==> src/rtl/tmc_uart_pkg.sv <==
// Shared framing constants and FSM encodings for the TMC byte UART and its controller.
package tmc_uart_pkg;
  localparam int DATA_BITS        = 8;
  localparam int QUARTERS_PER_BIT = 4;

  typedef enum logic [2:0] {
    RX_IDLE,
    RX_CHECK_START,
    RX_READ,
    RX_CHECK_STOP,
    RX_WAIT_IDLE
  } rx_state_t;

  typedef enum logic [1:0] {
    TX_IDLE,
    TX_SENDING,
    TX_STOP
  } tx_state_t;
endpackage

==> src/rtl/tmc_byte_uart_sync2.sv <==
// Two-flop synchronizer; resets to 1 so a line held in reset reads as idle.
module sync2 (
  input  logic clk,
  input  logic rst,
  input  logic d,
  output logic q
);
  logic meta;

  always_ff @(posedge clk or posedge rst) begin
    if (rst) {q, meta} <= 2'b11;
    else     {q, meta} <= {meta, d};
  end
endmodule

==> src/rtl/tmc_byte_uart.sv <==
// Half-duplex 8N1 byte UART: independent quarter-bit timed transmitter and receiver.
module tmc_byte_uart
  import tmc_uart_pkg::*;
#(
  parameter int CLOCK_DIVIDE = 48
) (
  input  logic       clk,
  input  logic       rst,
  input  logic       rx,
  output logic       tx,
  input  logic       transmit,
  input  logic [7:0] tx_byte,
  output logic       received,
  output logic [7:0] rx_byte,
  output logic       is_receiving,
  output logic       is_transmitting,
  output logic       recv_error
);
  localparam int             DW      = (CLOCK_DIVIDE > 1) ? $clog2(CLOCK_DIVIDE) : 1;
  localparam logic [DW-1:0]  DIV_MAX = DW'(CLOCK_DIVIDE - 1);
  localparam logic [2:0]     QPB     = 3'(QUARTERS_PER_BIT);
  localparam logic [2:0]     HALF    = 3'(QUARTERS_PER_BIT / 2);

  logic rxs;
  sync2 u_sync (.clk(clk), .rst(rst), .d(rx), .q(rxs));

  // Prescalers: quarter tick every CLOCK_DIVIDE cycles, event when the quarter
  // down-counter expires; restart loads a fresh count so timing is edge-aligned.
  logic [DW-1:0] tx_div, rx_div;
  logic [2:0]    tx_qcnt, rx_qcnt, rx_load;
  logic          tx_restart, rx_restart;
  logic          tx_qtick, rx_qtick, tx_btick, rx_event;

  assign tx_qtick = (tx_div == DIV_MAX);
  assign rx_qtick = (rx_div == DIV_MAX);
  assign tx_btick = tx_qtick && (tx_qcnt == 3'd1);
  assign rx_event = rx_qtick && (rx_qcnt == 3'd1);

  always_ff @(posedge clk or posedge rst) begin
    if (rst) begin
      tx_div  <= '0;
      tx_qcnt <= QPB;
    end else if (tx_restart) begin
      tx_div  <= '0;
      tx_qcnt <= QPB;
    end else begin
      tx_div <= tx_qtick ? '0 : tx_div + 1'b1;
      if (tx_qtick) tx_qcnt <= (tx_qcnt == 3'd1) ? QPB : tx_qcnt - 3'd1;
    end
  end

  always_ff @(posedge clk or posedge rst) begin
    if (rst) begin
      rx_div  <= '0;
      rx_qcnt <= QPB;
    end else if (rx_restart) begin
      rx_div  <= '0;
      rx_qcnt <= rx_load;
    end else begin
      rx_div <= rx_qtick ? '0 : rx_div + 1'b1;
      if (rx_qtick) rx_qcnt <= (rx_qcnt == 3'd1) ? QPB : rx_qcnt - 3'd1;
    end
  end

  // Transmitter
  tx_state_t  tx_state, tx_state_n;
  logic       tx_n, tx_busy_n;
  logic [7:0] tx_shift, tx_shift_n;
  logic [3:0] tx_bits, tx_bits_n;

  always_ff @(posedge clk or posedge rst) begin
    if (rst) begin
      tx_state        <= TX_IDLE;
      tx              <= 1'b1;
      is_transmitting <= 1'b0;
      tx_shift        <= '0;
      tx_bits         <= '0;
    end else begin
      tx_state        <= tx_state_n;
      tx              <= tx_n;
      is_transmitting <= tx_busy_n;
      tx_shift        <= tx_shift_n;
      tx_bits         <= tx_bits_n;
    end
  end

  always_comb begin
    tx_state_n = tx_state;
    tx_n       = tx;
    tx_busy_n  = is_transmitting;
    tx_shift_n = tx_shift;
    tx_bits_n  = tx_bits;
    tx_restart = 1'b0;
    case (tx_state)
      TX_IDLE: if (transmit) begin
        tx_state_n = TX_SENDING;
        tx_n       = 1'b0;
        tx_busy_n  = 1'b1;
        tx_shift_n = tx_byte;
        tx_bits_n  = '0;
        tx_restart = 1'b1;
      end
      TX_SENDING: if (tx_btick) begin
        if (tx_bits == 4'(DATA_BITS)) begin
          tx_n       = 1'b1;
          tx_state_n = TX_STOP;
        end else begin
          tx_n       = tx_shift[0];
          tx_shift_n = {1'b0, tx_shift[7:1]};
          tx_bits_n  = tx_bits + 4'd1;
        end
      end
      TX_STOP: if (tx_btick) begin
        tx_state_n = TX_IDLE;
        tx_busy_n  = 1'b0;
      end
      default: tx_state_n = TX_IDLE;
    endcase
  end

  // Receiver
  rx_state_t  rx_state, rx_state_n;
  logic [7:0] rx_data, rx_data_n, rx_byte_n;
  logic [3:0] rx_bits, rx_bits_n;
  logic       received_n, recv_error_n, rx_busy_n;

  always_ff @(posedge clk or posedge rst) begin
    if (rst) begin
      rx_state     <= RX_IDLE;
      rx_data      <= '0;
      rx_bits      <= '0;
      rx_byte      <= '0;
      received     <= 1'b0;
      recv_error   <= 1'b0;
      is_receiving <= 1'b0;
    end else begin
      rx_state     <= rx_state_n;
      rx_data      <= rx_data_n;
      rx_bits      <= rx_bits_n;
      rx_byte      <= rx_byte_n;
      received     <= received_n;
      recv_error   <= recv_error_n;
      is_receiving <= rx_busy_n;
    end
  end

  always_comb begin
    rx_state_n   = rx_state;
    rx_data_n    = rx_data;
    rx_bits_n    = rx_bits;
    rx_byte_n    = rx_byte;
    received_n   = 1'b0;
    recv_error_n = 1'b0;
    rx_busy_n    = (received || recv_error) ? 1'b0 : is_receiving;
    rx_restart   = 1'b0;
    rx_load      = QPB;
    case (rx_state)
      RX_IDLE: if (!rxs) begin
        rx_state_n = RX_CHECK_START;
        rx_restart = 1'b1;
        rx_load    = HALF;
        rx_busy_n  = 1'b1;
      end
      RX_CHECK_START: if (rx_event) begin
        if (rxs) begin
          rx_state_n = RX_IDLE;
          rx_busy_n  = 1'b0;
        end else begin
          rx_state_n = RX_READ;
          rx_bits_n  = '0;
        end
      end
      RX_READ: if (rx_event) begin
        rx_data_n = {rxs, rx_data[7:1]};
        rx_bits_n = rx_bits + 4'd1;
        if (rx_bits == 4'(DATA_BITS - 1)) rx_state_n = RX_CHECK_STOP;
      end
      RX_CHECK_STOP: if (rx_event) begin
        if (rxs) begin
          rx_byte_n  = rx_data;
          received_n = 1'b1;
          rx_state_n = RX_IDLE;
        end else begin
          recv_error_n = 1'b1;
          rx_state_n   = RX_WAIT_IDLE;
        end
      end
      // Any low sample restarts the full-bit high window.
      RX_WAIT_IDLE: begin
        if (!rxs) rx_restart = 1'b1;
        else if (rx_event) rx_state_n = RX_IDLE;
      end
      default: rx_state_n = RX_IDLE;
    endcase
  end
endmodule

==> config.mk <==
export PLATFORM = sky130hd
export DESIGN_NAME = tmc_byte_uart
export DESIGN_NICKNAME = d
export VERILOG_FILES = /design/src/rtl/tmc_uart_pkg.sv /design/src/rtl/tmc_byte_uart_sync2.sv /design/src/rtl/tmc_byte_uart.sv
export SDC_FILE = /design/constraint.sdc
export NUM_CORES = 1
export LEC_CHECK = 0
export CORE_MARGIN = 4
export CORE_UTILIZATION = 45
export DETAILED_ROUTE_END_ITERATION = 10
export GPL_TIMING_DRIVEN = 0
export PLACE_DENSITY = 0.67
export SLEW_MARGIN = 20
export SYNTH_ARGS = -nofsm -noshare
export SYNTH_HDL_FRONTEND = slang
export SYNTH_SLANG_ARGS = --single-unit
export TNS_END_PERCENT = 30
==> constraint.sdc <==
create_clock -name clk -period 1.7 [get_ports clk]
set_input_delay 0.17 -clock clk [delete_from_list [all_inputs] [get_ports clk]]
set_output_delay 0.17 -clock clk [all_outputs]
set_load 0.01 [all_outputs]
==> After elaboration in Yosys (flattened, before gate mapping) <==
Cells that the tools add are included.
{ "totals": {"ff_bits": 62, "in_bits": 12, "out_inout_bits": 13, "elab_cells": 128} }
{ "classes": {"addsub": 6, "n_eq_ne": 25, "n_mux": 60, "reduce_logical": 19} }
{ "op_table": {"columns": ["operator", "count"], "rows": [
  ["two-way mux 3 bit", 16],
  ["two-way mux 4 bit", 6],
  ["two-way mux 6 bit", 4],
  ["two-way mux 8 bit", 3],
  ["!= test 2 bit, second input constant", 12],
  ["two-way mux 1 bit", 18],
  ["one-hot mux 4 bit (2 select lines)", 2],
  ["one-hot mux 8 bit (2 select lines)", 1],
  ["one-hot mux 3 bit (5 select lines)", 1],
  ["adder 6 x 1 -> 6 bit, second input constant", 2],
  ["== test 6 bit, second input constant", 2],
  ["AND reduction 4 bit", 3],
  ["two-way mux 2 bit", 5],
  ["nonzero test 2 bit", 5],
  ["== test 3 x 1 -> 1 bit, second input constant", 3],
  ["AND reduction 3 bit", 3],
  ["adder 4 x 1 -> 4 bit, second input constant", 2],
  ["AND reduction 7 bit", 1],
  ["== test 3 x 2 -> 1 bit, second input constant", 2],
  ["one-hot mux 1 bit (2 select lines)", 3],
  ["one-hot mux 2 bit (3 select lines)", 1],
  ["subtractor 3 x 1 -> 3 bit, second input constant", 2],
  ["== test 4 x 3 -> 1 bit, second input constant", 1],
  ["== test 4 bit, second input constant", 1],
  ["other kinds (10)", 11]
]} }

==> Depth between registers and ports, before layout <==
Gate-level depths: netlist (run 1).
{ "logic_depth": {"ltp_word": 5, "mapped_depth": 7, "mapped_depth_nobuf": 6} }

==> Cells and area by module <==
Synthesis (run 1) repeated with hierarchy kept, for this count alone.
{ "hier_totals": {"hier_cells": 274, "area_unflattened_um2": 2949.1} }
{ "modules_own_cells": {"columns": ["module", "instances", "cells_each", "area_per_inst_um2", "seq_area_each_um2"], "rows": [
  ["tmc_byte_uart", 1, 271, 2892.8, 1505.2],
  ["sync2", 1, 3, 56.3, 52.6]
]} }

==> Worst setup path after synthesis (run 1) <==
No wires, ideal clock.
{ "synth_timing": {"path_type": "register -> register", "startpoint": "register rx_div[0]", "endpoint": "register rx_byte[0]", "setup_ns": 0.125, "arrival_ns": 1.633, "t_required_ns": 1.575, "setup_slack_ns": -0.057, "path_stages_with_launch": 7, "path_buffers": 1, "synth_period_minus_slack_ns": 1.757, "path_cell_list": "dfrtp_1 -> ha_1 -> and3_1 -> buf_6 -> nand3_4 -> nor3_4 -> mux2_2"} }
{ "synth_via": {"elab_chain_cells": 3} }
{ "synth_lines": {"columns": ["item", "line", "text"], "rows": [
  ["from (decl)", "tmc_byte_uart.sv:29", "logic [DW-1:0] tx_div, rx_div;"],
  ["from (signal assigned)", "tmc_byte_uart.sv:60", "rx_div <= rx_qtick ? '0 : rx_div + 1'b1;"],
  ["== test 6 bit", "tmc_byte_uart.sv:35", "assign rx_qtick = (rx_div == DIV_MAX);"],
  ["logical AND 1 bit", "tmc_byte_uart.sv:37", "assign rx_event = rx_qtick && (rx_qcnt == 3'd1);"],
  ["AND reduction 3 bit (no line)", null, null],
  ["to (signal assigned)", "tmc_byte_uart.sv:140", "rx_byte <= rx_byte_n;"],
  ["to (decl)", "tmc_byte_uart.sv:14", "output logic [7:0] rx_byte,"]
]} }
No other way between the ends.
A chain may end at the register's enable or synchronous reset.

==> Worst setup path after layout (run 1) <==
{ "layout_timing": {"startpoint": "register rx_qcnt[1]", "endpoint": "register rx_byte[5]"} }
{ "layout_via": {"elab_chain_cells": 3} }
{ "layout_lines": {"columns": ["item", "line", "text"], "rows": [
  ["from (decl)", "tmc_byte_uart.sv:30", "logic [2:0] tx_qcnt, rx_qcnt, rx_load;"],
  ["from (signal assigned)", "tmc_byte_uart.sv:58", "rx_qcnt <= rx_load;"],
  ["from (signal assigned)", "tmc_byte_uart.sv:61", "if (rx_qtick) rx_qcnt <= (rx_qcnt == 3'd1) ? QPB : rx_qcnt - 3'd1;"],
  ["== test 3 x 1 -> 1 bit", "tmc_byte_uart.sv:37", null],
  ["logical AND 1 bit", "tmc_byte_uart.sv:37", null],
  ["AND reduction 3 bit (no line)", null, null]
]} }
No other way between the ends.

==> results of run 1 <==
==> where the power goes <==
group,internal [mW],switching [mW]
combinational,0.212,0.186
sequential,1.64,0.120
clock,1.01,0.565
==> cell type report <==
type / instances / area [um^2] / share of cell area (%)
clock buffer: 10 / 137.6 / 3.665
inverter: 13 / 52.55 / 1.400
timing repair buffer: 40 / 412.9 / 11.00
clock inverter: 6 / 108.9 / 2.899
tap: 75 / 93.84 / 2.499
buffer: 6 / 31.28 / 0.8331
sequential: 62 / 1558 / 41.49
multi-input combinational: 182 / 1360 / 36.22
==> cells in the mapped netlist, drive strengths merged, types with 3 or more instances <==
library cell,number
and3,4
nand3,15
nor3b,3
mux2i,4
clkbuf,9
inv,13
nand2b,3
nand2,16
a21oi,16
dfstp,5
ha,9
xnor2,6
or2,3
mux2,16
nor2,28
o21ai,8
nor3,9
o22ai,8
dfrtp,57
nand4,7
==> per-stage QoR <==
step,instances,setup TNS [ns],hold slack (ns)
detailed placement,369,-5.204,0.3468
finish,394,-0.02079,0.1516
CTS,393,-0.2631,0.1452
global placement,367,-4.762,0.3459
floorplan,268,-0.2874,0.1745
global route,394,-0.7729,0.1605
==> registers in the layout, indices dropped and copies added, names as in the netlist <==
name             cells
tx                   1
rx_byte              8
rx_bits              4
rx_data              8
u_sync.q             1
tx_div               6
rx_div               6
is_receiving         1
rx_qcnt              3
rx_state             3
recv_error           1
tx_bits              4
u_sync.meta          1
received             1
tx_state             2
tx_qcnt              3
tx_shift             8
is_transmitting      1
==> final timing paths <==
kind	from	to	slack (ns)
max	rx_qcnt[1]	rx_byte[5]	-0.008
min	rst	tx_div[1]	0.15
max reg2reg	rx_qcnt[1]	rx_byte[5]	-0.008
min reg2reg	u_sync.meta	u_sync.q	0.35
max in group asynchronous	rst	u_sync.meta	1.03
min in group clk	rx	u_sync.meta	0.27
==> routing by layer <==
| metal | up-vias | global-route usage [%] |
|---|---|---|
| met5 | - | 0 |
| met3 | 7 | 5.680 |
| li1 | 1041 | - |
| met4 | 0 | 5.632 |
| met1 | 1054 | 19.51 |
| met2 | 33 | 26.51 |
==> repair_timing <==
| action | CTS | global route |
|---|---|---|
| gates resized for setup | 19 | 18 |
| pin swaps | 5 | 5 |
| endpoints found under the hold margin | 0 | 0 |
| setup endpoints to repair | 42 | 36 |
| setup buffers | 10 | 4 |
==> kinds of logic after synthesis <==
group | after synthesis | synth area share, %
multiplexers | 20 | 7.606
adder cells (fa/ha/maj) | 9 | 3.889
flip-flops | 62 | 53.80
buffers and inverters | 24 | 3.371
AND/OR/NAND/NOR | 99 | 19.06
AO/OA/AOI/OAI | 46 | 9.854
XOR/XNOR | 8 | 2.420
==> results.yml, run 1 <==
status:
  status: "finished with violations"
  violations: "setup timing"
clock_tree:
  clk_latency_ns: 0.33
  cts_hold_buf: 0
  clk_pin_slew_ns: 0.07
  cts.sinks: 62
  ctsLongestPathBuffers: 2
  cts.htree.levels: 3
  cts_tree: "built"
  numCtsBuffers: 9
  cts_root_buf: "clkbuf_8"
finish:
  final_area_um2: 3755
  antenna_cells: 0
  fin_util_pct: 61.60
  syn_to_final_growth_pct: 29.69
  final_common_cell: "dfrtp_1"
  fillers: 514
  layout-drive-gt1-share_pct: 25.08
  nNetsFinal: 335
  layout_common_cells: "dfrtp_1, nor2_1, clkdlybuf4s50_1"
timing:
  finalCritPeriodShare_pct: 100.5
  setup-violations-final: 4
  skew_ns: 0.007651
  worst_pin_slew_ns: 0.4927
  final.min_clock_period_ns: 1.708
  max-slew-margin-rel_pct: 67.15
  fin_ws_ns: -0.007732
  slew_viol_final: 0
  rsz0062_at_grt: "true"
  fmax_mhz: 585.6
  hold_viol: 0
placed_design:
  portBuffers: 24
  dpl-instance-area_um2: 3283
  routabilityCongestion: 0.7822
  place_ws_ns: -0.2231
  dp_hpwl_um: 3690
floorplan:
  core_area_um2: 6096
  die_h_um: 88.21
  die_w_um: 88.21
  fp-row-count: 28
  die_area_um2: 7781
  io_pins: 25
  initial_utilization_pct: 47.50
worst_setup_path:
  r2r_cells: 7
  worst-setup-path-type: "flip-flop to flip-flop"
  crit_chain: "inv_2 -> ha_4 -> and2b_2 -> nand3_4 -> nor3_4 -> buf_12 -> mux2_4"
  cp-start-kind: "flip-flop"
  slowest_delay_ns: 0.39
  crit_buf_inv: 2
  slowest_stage: "dfrtp_1"
  cp_max_fo: 7
  crit_arrival_ns: 1.92
  critical-path-top-delay-family: "simple AND/OR/NAND/NOR gates"
  critPathRequiredTime_ns: 1.91
  crit_cells: 7
  end_kind: "flip-flop"
global_routing:
  grt_pass1_wl_um: 9618
  grt_pass1_vias: 2107
  antenna_found_initial: 0
  grt_max_degree: 30
  grt_usage_pct: 16.05
  globalRouteOverflowTotal: 0
run:
  max_cap_viol_count: 0
drt:
  drtAntennaViolNets: 0
  wl_um: 5754
  vias_per_cell: 5.419
  routed.top_layer: "met4"
  wl_per_cell_um: 14.60
  dr.first_iter.drc_count: 95
  drtPass1Iterations: 4
  wl_met1_um: 2567
  via_count: 2135
  wl_met2_um: 2886
  drc: 0
  wl_met3_um: 237
power_and_ir_drop:
  power.leakage_nw: 1.691
  vdd_ir_drop_max_mv: 0.6740
  total_power_mw: 3.734
  power_density_nw_per_um2: 994.5
synthesis:
  yosysTopAreaCell: "dfrtp_1"
  synth_edf_count: 0
  avgSynthCellArea_um2: 10.80
  async_flop_share_pct: 100.0
  synth_top_area_share_pct: 49.27
  ys_types: 44
  ys_seq_area_share_pct: 53.80
  ys.flop_type: "dfrtp_1"
  ys_top_cells_by_area: "dfrtp_1, mux2_2, dfstp_2"
  syn_nets: 289
  yosys_warnings: 0
  netlist_area_um2: 2895
  syn_inst: 268
  ys_ff_latch: 62
worst_hold_path:
  hold_class: "input port to asynchronous set/reset pin"
Note: power is estimated with default switching activity, not from simulation.
==> run 2: changes to the inputs <==
Settings changed: GPL_TIMING_DRIVEN 0 to 1.
==> run 2 against run 1 <==
Effect of this change:
- the run still ends with setup timing left
- hold slack got worse by 0.035 ns
- non-clock buffer count is 15 higher
- clock-buffer cell count down 1
- register-to-register slack hardly changed
- sequential share of layout area fell by 1.6 points
- die area stayed put
- setup slack got worse by 0.0081 ns
- clock power about the same
- total power up 1.6%
- largest power group unchanged
==> results.yml, run 2 (synthesis results as in run 1) <==
finish:
  reg.largest.list: "rx_byte: 8 flops, rx_data: 8 flops, tx_shift: 8 flops"
  layout_common_cells: "dfrtp_1, nor2_1, buf_4"
  antenna_cells: 0
  syn_to_final_growth_pct: 34.83
  final_common_cell: "dfrtp_1"
  fillers: 481
  fin_util_pct: 64.04
  nNetsFinal: 350
  layout-drive-gt1-share_pct: 29.94
global_routing:
  use_met1_pct: 19.28
  globalRouteOverflowTotal: 0
  grt_usage_pct: 15.99
  top_usage_layer: "met2"
  grtUsageMet3_pct: 6.238
  grt_max_degree: 35
  antenna_found_initial: 0
  grt_util_met2_pct: 26.51
  grt_pass1_wl_um: 9591
  grt_pass1_vias: 2137
placed_design:
  place_ws_ns: -0.04064
  routabilityCongestion: 0.8112
  portBuffers: 24
  dp_hpwl_um: 3849
power_and_ir_drop:
  p_switching_uw: 941.0
  pwr-share-clk_pct: 42.2
  p_comb_share_pct: 11.4
  vdd_ir_drop_max_mv: 0.6871
  power_density_nw_per_um2: 972.0
  power.share.sequential_pct: 46.4
  p_int_mw: 2.853
  power.leakage_nw: 1.796
  switching_share_pct: 24.80
run:
  max_cap_viol_count: 0
worst_setup_path:
  cp_max_fo: 8
  worst-setup-path-type: "flip-flop to flip-flop"
  crit_start: "rx_qcnt[1]"
  rrSetupSlack_ns: -0.02
  critPathRequiredTime_ns: 1.93
  crit_arrival_ns: 1.95
  r2r_cells: 7
  end_kind: "flip-flop"
  r2r-end: "rx_byte[7]"
  reg2reg_from: "rx_qcnt[1]"
  cp-start-kind: "flip-flop"
drt:
  drtPass1Iterations: 4
  wl_um: 5907
  wl_per_cell_um: 14.44
  drc: 0
  dr.first_iter.drc_count: 82
  drtAntennaViolNets: 0
  vias_per_cell: 5.364
  via_count: 2194
timing:
  fmax_mhz: 582.8
  hold_viol: 0
  max-slew-margin-rel_pct: 59.98
  final.min_clock_period_ns: 1.716
  rsz0062_at_grt: "true"
  finalCritPeriodShare_pct: 100.9
  skew_ns: 0.009729
  worst_pin_slew_ns: 0.5940
  slew_viol_final: 0
  fin_ws_ns: -0.01582
  setup-violations-final: 3
status:
  violations: "setup timing"
  status: "finished with violations"
floorplan:
  die_w_um: 88.21
  initial_utilization_pct: 47.50
  die_area_um2: 7781
  core_area_um2: 6096
  die_h_um: 88.21
  io_pins: 25
  fp-row-count: 28
clock_tree:
  numCtsBuffers: 9
  cts.sinks: 62
  cts_root_buf: "clkbuf_8"
  clk_latency_ns: 0.35
  cts.htree.levels: 3
  cts_tree: "built"
  ctsLongestPathBuffers: 2
  clk_pin_slew_ns: 0.07
worst_hold_path:
  hold_class: "input port to asynchronous set/reset pin"
==> run 2: routing by layer <==
| metal | share of wire, % | vias to the layer above |
|---|---|---|
| met5 | 0 | - |
| met4 | 0.59 | 0 |
| met3 | 4.1 | 7 |
| met2 | 51 | 34 |
| met1 | 44 | 1080 |
| li1 | - | 1073 |
==> run 2: area by class of cell <==
cell class / instances / area, um^2 / share of cell area [%]
flip-flops and latches: 62 / 1558 / 39.90
multi-input cells: 182 / 1321 / 33.85
repair buffers: 61 / 631.9 / 16.19
clock buffers: 9 / 123.9 / 3.173
clock inverters: 7 / 122.6 / 3.141
well taps: 75 / 93.84 / 2.404
inverters: 13 / 52.55 / 1.346
==> run 2: what timing repair did <==
item / in CTS / in global routing
resized for setup: 2 / 18
setup buffers: 1 / 8
hold buffers: 0 / 0
endpoints found under the setup margin: 16 / 35
gates cloned: 0 / 2
pin swaps: 1 / 3
==> run 2: metrics by stage <==
step / std cells / hold slack [ns] / power, mW / setup TNS [ns] / cell area (um^2)
2_1_floorplan: 268 / 0.1745 / 2.052 / -0.2874 / 2902
3_3_place_gp: 382 / 0.3577 / 2.170 / 0 / 3457
3_5_place_dp: 382 / 0.3589 / 2.193 / -0.2689 / 3457
4_1_cts: 399 / 0.1065 / 3.802 / 0 / 3714
5_1_grt: 409 / 0.1244 / 3.972 / -0.5277 / 3904
6_report: 409 / 0.1162 / 3.794 / -0.02061 / 3904
==> run 2: how the worst max path moves through the flow <==
stage | endpoint | slack, ns | cells past startpoint
2_1_floorplan | rx_byte[0] | -0.04 | 6
3_3_place_gp | rx_byte[6] | 0.02 | 7
3_5_place_dp | rx_byte[0] | -0.04 | 7
4_1_cts | tx_div[5] | 0.006 | 5
5_1_grt | rx_byte[7] | -0.05 | 7
6_report | rx_byte[7] | -0.02 | 7
==> run 2: power by group through the flow <==
stage	clock (mW)	sequential [mW]	combinational [mW]
detailed placement	0	1.78	0.408
CTS	1.63	1.76	0.415
finish	1.60	1.76	0.433
floorplan	0	1.75	0.297
global route	1.69	1.78	0.501
global placement	0	1.78	0.392
==> run 2: critical path, cell delays in order, from the launching register on <==
cell and delay, ns:
dfrtp_1 0.40, inv_2 0.08, ha_4 0.13, and2b_2 0.17, nand3_4 0.11, nor3_4 0.23, buf_12 0.15, mux2_2 0.33
==> run 3: changes to the inputs <==
Settings changed: PLACE_DENSITY 0.67 to 0.63.
==> run 3 against run 2 <==
Effect of this change:
- non-clock buffer count down 2
- total power down 11%
- largest power group unchanged
- the run now ends clean
- cell count down 0.49%
==> results.yml, run 3 (synthesis results as in run 1) <==
timing:
  rsz0062_at_grt: "true"
  fmax_mhz: 600.9
  fin_setup_tns_ns: 0
  hold_viol: 0
  final.min_clock_period_ns: 1.664
  max-slew-margin-rel_pct: 56.99
  skew_ns: 0.006259
  setup-violations-final: 0
  finalCritPeriodShare_pct: 97.89
  worst_pin_slew_ns: 0.6384
  slew_viol_final: 0
worst_setup_path:
  crit_arrival_ns: 1.89
  worst-setup-path-type: "flip-flop to flip-flop"
  slowest_delay_ns: 0.39
  crit_chain: "inv_2 -> ha_4 -> and2b_2 -> nand3_4 -> nor3_4 -> buf_12 -> mux2_4"
  cp-start-kind: "flip-flop"
  cp_max_fo: 8
  slowest_stage: "dfrtp_1"
  critPathRequiredTime_ns: 1.92
  end_kind: "flip-flop"
placed_design:
  dp_cells: 380
  portBuffers: 24
  dp_hpwl_um: 3865
  routabilityCongestion: 0.8765
floorplan:
  io_pins: 25
  fp-row-count: 28
  core_area_um2: 6096
  die_h_um: 88.21
  die_area_um2: 7781
  die_w_um: 88.21
  initial_utilization_pct: 47.50
power_and_ir_drop:
  power.leakage_nw: 1.740
  p_switching_uw: 927.2
  p_comb_share_pct: 12.5
  p_int_mw: 2.437
  pwr-share-clk_pct: 35.0
  vdd_ir_drop_max_mv: 0.5607
  power.share.sequential_pct: 52.5
  power_density_nw_per_um2: 877.2
  switching_share_pct: 27.56
clock_tree:
  cts.htree.levels: 3
  clk_pin_slew_ns: 0.07
  cts_tree: "built"
  cts.sinks: 62
  cts_root_buf: "clkbuf_8"
  ctsLongestPathBuffers: 2
  numCtsBuffers: 9
  clk_latency_ns: 0.34
drt:
  drtPass1Iterations: 4
  wl_um: 5800
  vias_per_cell: 5.356
  wl_per_cell_um: 14.25
  via_count: 2180
  drtAntennaViolNets: 0
  dr.first_iter.drc_count: 98
  drc: 0
finish:
  syn_to_final_growth_pct: 32.45
  instances_no_fill: 407
  layout_common_cells: "dfrtp_1, nor2_1, buf_4"
  antenna_cells: 0
  final_common_cell: "dfrtp_1"
  layout-drive-gt1-share_pct: 29.52
  nNetsFinal: 348
  reg.largest.list: "rx_byte: 8 flops, rx_data: 8 flops, tx_shift: 8 flops"
global_routing:
  grt_max_degree: 38
  grt_usage_pct: 16.18
  globalRouteOverflowTotal: 0
  grt_pass1_vias: 2157
  grt_pass1_wl_um: 9825
  antenna_found_initial: 0
status:
  status: "finished, final reports clean"
worst_hold_path:
  hold_class: "input port to asynchronous set/reset pin"
run:
  max_cap_viol_count: 0
## run 3: cell count changes in the layout (fill, tap and decap cells not counted), sizes merged
cell | before | now
buf | 35 | 33
bufinv | 3 | 0
clkbuf | 11 | 12
clkinv | 2 | 3
inv | 12 | 13
## run 3: final timing paths
check | startpoint | end | slack [ns] | depth (start not counted)
worst max-delay path | rx_qcnt[1] | rx_byte[5] | 0.04 | 7
worst min-delay path | rst | tx_div[0] | 0.15 | 2
worst max register to register | rx_qcnt[1] | rx_byte[5] | 0.04 | 7
worst min register to register | u_sync.meta | u_sync.q | 0.36 | 0
max in group asynchronous | rst | tx_qcnt[2] | 1.00 | 3
min in group clk | rx | u_sync.meta | 0.23 | 1
## run 3: final cells by class
cell class	count	area (um^2)
sequential	62	1558
inverter	13	52.55
multi-input combinational	182	1339
clock inverter	6	46.29
timing repair buffer	59	608.1
fill	515	2261
tap	75	93.84
clock buffer	10	137.6
## run 3: power by group through the flow
stage	combinational (mW)	clock, mW	sequential (mW)
2_1_floorplan	0.297	0	1.75
3_3_place_gp	0.384	0	1.78
3_5_place_dp	0.407	0	1.78
4_1_cts	0.409	1.21	1.76
5_1_grt	0.478	1.28	1.79
6_report	0.419	1.18	1.77
## run 3: repair_timing
action,4_1_cts,5_1_grt
pin swaps,1,9
cloned,0,2
endpoints found under the hold margin,0,0
buffers inserted,3,6
setup endpoints to repair,9,27
hold buffers,0,0
gates resized for setup,5,21
## run 3: stage by stage
stage                     hold WS, ns  area, um^2  utilization, %  total power, mW  worst slack [ns]
after floorplan                0.1745        2902               -            2.052          -0.03592
after detailed placement       0.3526        3430           56.26            2.191          -0.04116
final                          0.1485        3835           62.91            3.364           0.03588
after global routing           0.1790        3835           62.91            3.549          -0.05217
after CTS                      0.1493        3654           59.93            3.379          0.001086
after global placement         0.3471        3430           56.26            2.165           0.01588
## run 3: worst max-delay path, delay by kind of cell (launching register included)
kind | cells | cell delay, ns
simple gates | 3 | 0.49
buf+inv | 2 | 0.24
fa+ha+maj | 1 | 0.13
flops | 1 | 0.39
mux | 1 | 0.30
## run 3: metal layers
layer  track usage [%]  vias up  wire length [um]
met2             24.41       32              2734
li1                  -     1073                 -
met1             22.69     1065              2778
met4             7.418        0               100
met3             3.073       10               186
met5                 0        -                 0
